==> src/rtl/fir_input_fifo_pkg.sv <==
// Shared defaults for the FIR input path: sample width, FIFO depth, pointer width helper.
package fir_input_fifo_pkg;
  localparam int FIR_DATA_WIDTH = 24;
  localparam int FIR_FIFO_DEPTH = 16;

  // Pointer width for a power-of-two depth; the FIR core reuses this for its tap buffer.
  function automatic int ptr_w(input int depth);
    return (depth > 1) ? $clog2(depth) : 1;
  endfunction
endpackage

==> src/rtl/fir_fifo_mem.sv <==
// Simple dual-port RAM: synchronous write, asynchronous read (distributed RAM).
module fir_fifo_mem
  import fir_input_fifo_pkg::*;
#(
  parameter int DATA_WIDTH = FIR_DATA_WIDTH,
  parameter int DEPTH      = FIR_FIFO_DEPTH,
  localparam int AW        = ptr_w(DEPTH)
) (
  input  logic                  i_clk,
  input  logic                  i_we,
  input  logic [AW-1:0]         iv_waddr,
  input  logic [DATA_WIDTH-1:0] iv_wdata,
  input  logic [AW-1:0]         iv_raddr,
  output logic [DATA_WIDTH-1:0] ov_rdata
);
  logic [DATA_WIDTH-1:0] mem [DEPTH];

  always_ff @(posedge i_clk) begin
    if (i_we) mem[iv_waddr] <= iv_wdata;
  end

  assign ov_rdata = mem[iv_raddr];
endmodule

==> src/rtl/fir_input_fifo.sv <==
// FWFT elastic sample buffer ahead of the FIR core; head held until i_consumed.
// Define FIR_INPUT_FIFO_STATS_EN to add drop-count and high-water outputs.
module fir_input_fifo
  import fir_input_fifo_pkg::*;
#(
  parameter int DATA_WIDTH   = FIR_DATA_WIDTH,
  parameter int FIFO_DEPTH   = FIR_FIFO_DEPTH,
  parameter int AFULL_THRESH = 12,
  localparam int AW          = ptr_w(FIFO_DEPTH),
  localparam int CW          = AW + 1
) (
  input  logic                  i_clk,
  input  logic                  i_rst,
  input  logic [DATA_WIDTH-1:0] iv_din,
  input  logic                  i_din_valid,
  output logic                  o_din_ready,
  output logic [DATA_WIDTH-1:0] ov_dout,
  output logic                  o_dout_valid,
  input  logic                  i_consumed,
  output logic [CW-1:0]         ov_count,
  output logic                  o_full,
  output logic                  o_empty,
  output logic                  o_afull,
`ifdef FIR_INPUT_FIFO_STATS_EN
  output logic [15:0]           ov_drop_count,
  output logic [CW-1:0]         ov_high_water,
`endif
  output logic                  o_overflow
);
  logic [AW-1:0]         wr_ptr, rd_ptr;
  logic [CW-1:0]         count, count_nxt;
  logic                  full_q, empty_q, afull_q, ovf_q;
  logic                  push, pop;
  logic [DATA_WIDTH-1:0] rd_data;

  // Push is gated by registered full, so a same-cycle pop never frees a slot early.
  assign push      = i_din_valid && !full_q;
  assign pop       = i_consumed && !empty_q;
  assign count_nxt = count + CW'(push) - CW'(pop);

  always_ff @(posedge i_clk) begin
    if (i_rst) begin
      wr_ptr  <= '0;
      rd_ptr  <= '0;
      count   <= '0;
      full_q  <= 1'b0;
      empty_q <= 1'b1;
      afull_q <= 1'b0;
      ovf_q   <= 1'b0;
    end else begin
      if (push) wr_ptr <= wr_ptr + AW'(1);
      if (pop)  rd_ptr <= rd_ptr + AW'(1);
      count   <= count_nxt;
      full_q  <= (count_nxt == CW'(FIFO_DEPTH));
      empty_q <= (count_nxt == '0);
      afull_q <= (count_nxt >= CW'(AFULL_THRESH));
      if (i_din_valid && full_q) ovf_q <= 1'b1;
    end
  end

  fir_fifo_mem #(
    .DATA_WIDTH (DATA_WIDTH),
    .DEPTH      (FIFO_DEPTH)
  ) u_mem (
    .i_clk    (i_clk),
    .i_we     (push),
    .iv_waddr (wr_ptr),
    .iv_wdata (iv_din),
    .iv_raddr (rd_ptr),
    .ov_rdata (rd_data)
  );

`ifdef FIR_INPUT_FIFO_STATS_EN
  logic [15:0]   drop_q;
  logic [CW-1:0] hw_q;

  always_ff @(posedge i_clk) begin
    if (i_rst) begin
      drop_q <= '0;
      hw_q   <= '0;
    end else begin
      if (i_din_valid && full_q && drop_q != 16'hFFFF) drop_q <= drop_q + 16'd1;
      if (count_nxt > hw_q) hw_q <= count_nxt;
    end
  end

  assign ov_drop_count = drop_q;
  assign ov_high_water = hw_q;
`endif

  assign ov_dout      = empty_q ? '0 : rd_data;
  assign o_dout_valid = !empty_q;
  assign o_din_ready  = !full_q;
  assign ov_count     = count;
  assign o_full       = full_q;
  assign o_empty      = empty_q;
  assign o_afull      = afull_q;
  assign o_overflow   = ovf_q;
endmodule
==> config.mk <==
export PLATFORM = sky130hd
export DESIGN_NAME = fir_input_fifo
export DESIGN_NICKNAME = d
export VERILOG_FILES = /design/src/rtl/fir_input_fifo_pkg.sv /design/src/rtl/fir_fifo_mem.sv /design/src/rtl/fir_input_fifo.sv
export SDC_FILE = /design/constraint.sdc
export NUM_CORES = 1
export LEC_CHECK = 0
export CAP_MARGIN = 20
export CORE_MARGIN = 2
export CORE_UTILIZATION = 36
export CTS_CLUSTER_DIAMETER = 50
export DETAILED_ROUTE_END_ITERATION = 8
export GPL_TIMING_DRIVEN = 1
export PLACE_DENSITY = 0.52
export SYNTH_ARGS = -nofsm -noshare
export SYNTH_HDL_FRONTEND = slang
export SYNTH_HIERARCHICAL = 1
export SYNTH_SLANG_ARGS = --single-unit
==> constraint.sdc <==
create_clock -name i_clk -period 6.35 [get_ports i_clk]
set_input_delay 1.27 -clock i_clk [delete_from_list [all_inputs] [get_ports i_clk]]
set_output_delay 1.27 -clock i_clk [all_outputs]
set_load 0.02 [all_outputs]
== Yosys cells after proc, flatten, opt, wreduce, memory -nomap -nowiden ==
Memories as Yosys holds them, arrays and structs flattened. A register that Yosys moved wholly into a read port is not among the register bits.
Index checks and enable logic that the tools add are counted.
W data, S select, Z words.

* Memories: 1
* Word-level logic and storage cells: 25
* Input port bits: 28
* Register bits: 17
* RAM bits: 384
* Output and inout bits: 35

{| class="wikitable"
|+ Memory list
! name !! words !! width !! read ports !! clocked after memory_dff !! write ports !! RTL line !! text
|-
| u_mem.mem || 16 || 24 || 1 || 1 || 1 || fir_fifo_mem.sv:16 || <nowiki>logic [DATA_WIDTH-1:0] mem [DEPTH];</nowiki>
|}

* Multiplexer cells: 5
* Equality and inequality tests: 1
* Order comparisons: 1
* Reduce and logical (&&, ||, !) cells: 6
* Add/subtract/negate cells: 4

{| class="wikitable"
|+ Operator list
! kind !! count
|-
| $mux W24 || 1
|-
| $add A4 B1 Y4 const B || 2
|-
| $mux W4 || 2
|-
| $add A5 B1 Y5 || 1
|-
| $eq A5 B5 Y1 const B || 1
|-
| $ge A5 B4 Y1 const B || 1
|-
| $logic_not A5 Y1 || 1
|-
| $sub A5 B1 Y5 || 1
|-
| $logic_and A1 B1 Y1 || 3
|-
| $logic_not A1 Y1 || 2
|-
| $mux W1 || 2
|}

== Depth between registers and ports, before layout ==
* Depth in word-level cells: 5
* Gate-level depth with buffers: 12
* Mapped depth without buffers: 11

== Hierarchy ==
The synthesis kept the hierarchy.

{| class="wikitable"
|+ Modules (own cells, without submodules)
! module !! cells an instance !! times used !! area each (um^2) !! sequential area each (um^2)
|-
| fir_fifo_mem || 612 || 1 || 14450.1 || 11531.1
|-
| fir_input_fifo || 109 || 1 || 933.4 || 340.3
|}

== Worst setup path before layout ==
OpenSTA, ideal clock, no wires.

* Kind: in2reg
* Start point: input i_din_valid
* End point: memory u_mem/mem[0][0] in the netlist's numbering (enable)
* Stages: 4
* Required time: 5915 ps
* Data arrival time: 3727 ps
* Library setup time: 435 ps
* Path buffers: 1
* Path slack: 2188 ps
* Cell sequence: nor2b_1 buf_2 or3b_2 nor3_1

* Cells in the longest elaborated chain, start to end: 3

{| class="wikitable"
|+ Ends and longest elaborated chain
! item !! RTL line !! text
|-
| start, declared || fir_input_fifo.sv:15 || <nowiki>input logic i_din_valid,</nowiki>
|-
| $logic_and A1 B1 Y1 || fir_input_fifo.sv:37 || <nowiki>assign push = i_din_valid && !full_q;</nowiki>
|-
| via push || fir_input_fifo.sv:33 || <nowiki>logic push, pop;</nowiki>
|-
| $mux W1 || fir_fifo_mem.sv:19 || <nowiki>if (i_we) mem[iv_waddr] <= iv_wdata;</nowiki>
|-
| $mux W1 (implied by the code) || fir_fifo_mem.sv:19 ||
|-
| end, declared || fir_fifo_mem.sv:16 ||
|}

The timed path passes the listed nets, and every way through them passes these cells.

==> flow_metrics.py <==
metrics = {
    "outcome": {
        "status": "completed",
    },
    "job": {
        "drv_cap": 0,
    },
    "global_routing": {
        "grt_pass1_wl_um": 50800,
        "grt_pass1_vias": 7738,
        "grt_overflow": 0,
        "grt_max_degree": 72,
        "antenna_found_initial": 2,
        "grt_usage_pct": 16.0,
    },
    "setup_path": {
        "start_kind": "flip-flop",
        "critPathRequiredTime_ns": 5.08,
        "r2r_start": "o_empty$_SDFF_PP1_",
        "crit_arrival_ns": 3.59,
        "end_kind": "output port",
        "cp_max_fo": 71,
        "reg2reg_slack_ns": 3.33,
        "critical_path_class": "reg -> out",
        "r2r_end": "o_full$_SDFF_PP0_",
        "rr_worst_depth": 10,
    },
    "timing": {
        "slew_headroom_pct": 26.2,
        "clock.fmax_mhz": 206,
        "slew_violations": 0,
        "finalHoldViolations": 0,
        "setup_viol": 0,
        "timing.final.crit_share_pct": 76.6,
        "tightest_slew_ns": 1.10,
        "min_period_ns": 4.86,
        "skew_ns": 0.0220,
        "rsz0062_at_grt": "no",
        "fin_setup_tns_ns": 0,
    },
    "routing": {
        "drt_iter0_drc": 498,
        "dr_total_vias": 7304,
        "drc": 0,
        "wl_per_cell_um": 24.9,
        "antenna_left": 0,
        "dr.pass1.iters": 5,
        "via_per_inst": 5.26,
        "wl_um": 34600,
    },
    "floorplanning": {
        "start_util_pct": 36.6,
        "die_x_um": 211,
        "core_um2": 42000,
        "rows": 75,
        "die_area_um2": 44400,
        "pin_count": 63,
        "die_h_um": 211,
    },
    "worst_hold_path": {
        "whs_endpoint": "o_overflow$_SDFFE_PP0P_",
        "holdPathStages": 2,
        "min_from": "o_overflow$_SDFFE_PP0P_",
        "hp-class": "reg -> reg",
    },
    "cts": {
        "post_cts_buffers": 0,
        "ctsHoldBuffers": 0,
        "cts_tree": "built",
        "clk_latency_ns": 0.55,
        "htreeDepth": 2,
        "clk_path_buf_depth": 3,
        "clkTransAtPathRegs_ns": 0.06,
        "numCtsBuffers": 44,
        "numClockSinks": 401,
        "cts.repair.resized": 0,
        "root_buffer": "clkbuf_16",
    },
    "logic_synthesis": {
        "synth_top_area_share_pct": 75.0,
        "yosys.area.top_type": "edfxtp_1",
        "synth.most_common_cell": "edfxtp_1",
        "synth-seq-cells": 401,
        "synth.avg_cell_area_um2": 21.3,
        "synth_edf_count": 384,
        "postSynthCellCount": 721,
        "syn-num-nets": 757,
        "synth_async_sr_flop_share_pct": 0,
        "synth_cell_type_count": 28,
        "ys_seq_area_share_pct": 77.2,
        "mappedNetlistArea_um2": 15400,
        "synth_common_cells": "384 x edfxtp_1, 96 x mux4_2, 48 x a22oi_1, 30 x nor2b_1, 28 x nand2_1",
        "ys.flop_type": "edfxtp_1",
        "yosysWarnings": 6,
        "synthTopCellsByArea": "edfxtp_1 75%, mux4_2 14%, a22oi_1 2.3%",
    },
    "finish": {
        "nets": 852,
        "final_util_pct": 43.1,
        "area_growth_pct": 17.9,
        "drive_gt1_share_pct": 24.2,
        "n_antenna_cell": 0,
    },
    "power_and_ir_drop": {
        "power.switching_mw": 1.68,
        "comb_power_share_pct": 16.9,
        "p_leak_nw": 5.62,
        "power_density_nw_per_um2": 365,
        "ir_drop_mv": 0.209,
        "seqPwrFrac_pct": 47.2,
        "p_clk_share_pct": 35.9,
        "swShare_pct": 25.4,
        "p_int_mw": 4.94,
    },
    "placement": {
        "routabilityCongestion": 0.715,
        "port_buffers": 62,
        "dp_hpwl_um": 18500,
    },
}
metal layers:
layer	GRT usage, %	share of wire (%)	vias to the layer above
li1	-	-	3178
met2	28.9	52	167
met4	3.64	1.6	4
met5	0	0.078	-
met3	2.91	4.3	55
met1	19.9	42	3900
how the worst max path moves through the flow:
stage | slack (ns) | from | end
global placement | 2.04 | i_din_valid | o_full$_SDFF_PP0_
CTS | 1.39 | rd_ptr[0]$_SDFFE_PP0P_ | ov_dout[15]
detailed placement | 1.94 | i_din_valid | o_full$_SDFF_PP0_
floorplan | 2.19 | i_din_valid | u_mem/mem[0][0]$_DFFE_PP_
finish | 1.49 | rd_ptr[0]$_SDFFE_PP0P_ | ov_dout[15]
global route | 1.19 | rd_ptr[0]$_SDFFE_PP0P_ | ov_dout[15]
state kept, by name (all words and copies together), names as in the netlist:
register	cells
u_mem/mem	384
ov_count	5
rd_ptr	4
wr_ptr	4
o_afull	1
o_empty	1
o_full	1
o_overflow	1
placed cells by master (no fill, tap or decap), types with 11 or more instances in the layout:
cell,synthesis,final
nor2_2,0,13
clkbuf_16,0,44
dfxtp_1,17,15
buf_4,0,22
edfxtp_1,384,384
clkdlybuf4s50_1,0,62
clkinv_1,0,13
a22oi_1,48,48
inv_1,11,11
nand2_1,28,28
mux4_2,96,96
nor2b_1,30,28
nor2_1,27,14
metrics by stage:
stage                     power (mW)  setup slack, ns  hold WS [ns]  cell area, um2  std cells
after floorplan                 3.90             2.19         0.508           15400        721
after global placement          4.30             2.04         0.452           16800       1308
after detailed placement        4.33             1.94         0.475           16800       1309
after CTS                       6.72             1.39         0.488           18100       1389
after global routing            6.92             1.19         0.527           18100       1389
final                           6.62             1.49         0.473           18100       1389
power by group through the flow:
stage | sequential, mW | combinational (mW) | clock (mW)
4_1_cts | 3.13 | 1.15 | 2.45
2_1_floorplan | 3.14 | 0.760 | 0
3_3_place_gp | 3.17 | 1.12 | 0
3_5_place_dp | 3.18 | 1.14 | 0
5_1_grt | 3.14 | 1.21 | 2.56
6_report | 3.12 | 1.12 | 2.38
final cells by class:
type / count / area (um2)
fillers: 3615 / 23900
flip-flops and latches: 401 / 11900
multi-input cells: 271 / 3330
clock buffers: 50 / 1120
repair buffers: 87 / 837
well taps: 539 / 674
clock inverters: 30 / 241
inverters: 11 / 41.3
worst max-delay path, cell delays in order, from the launching register on:
cell and delay [ns]:
dfxtp_4 0.75, buf_12 0.57, mux4_2 0.58, a22oi_1 0.27, nand2_1 0.11, nor2b_1 0.15, clkdlybuf4s50_1 0.56
kinds of logic (layout without fill, tap and decap cells):
kind of cell | after synthesis | after routing | synth area share (%)
compound gates | 54 | 54 | 2.59
xor+xnor | 10 | 10 | 0.569
fa+ha+maj | 8 | 8 | 0.699
buf+inv | 49 | 178 | 1.54
flops | 401 | 401 | 77.2
mux | 98 | 98 | 14.2
simple gates | 101 | 101 | 3.25
Note: power is estimated with default switching activity, not from simulation.
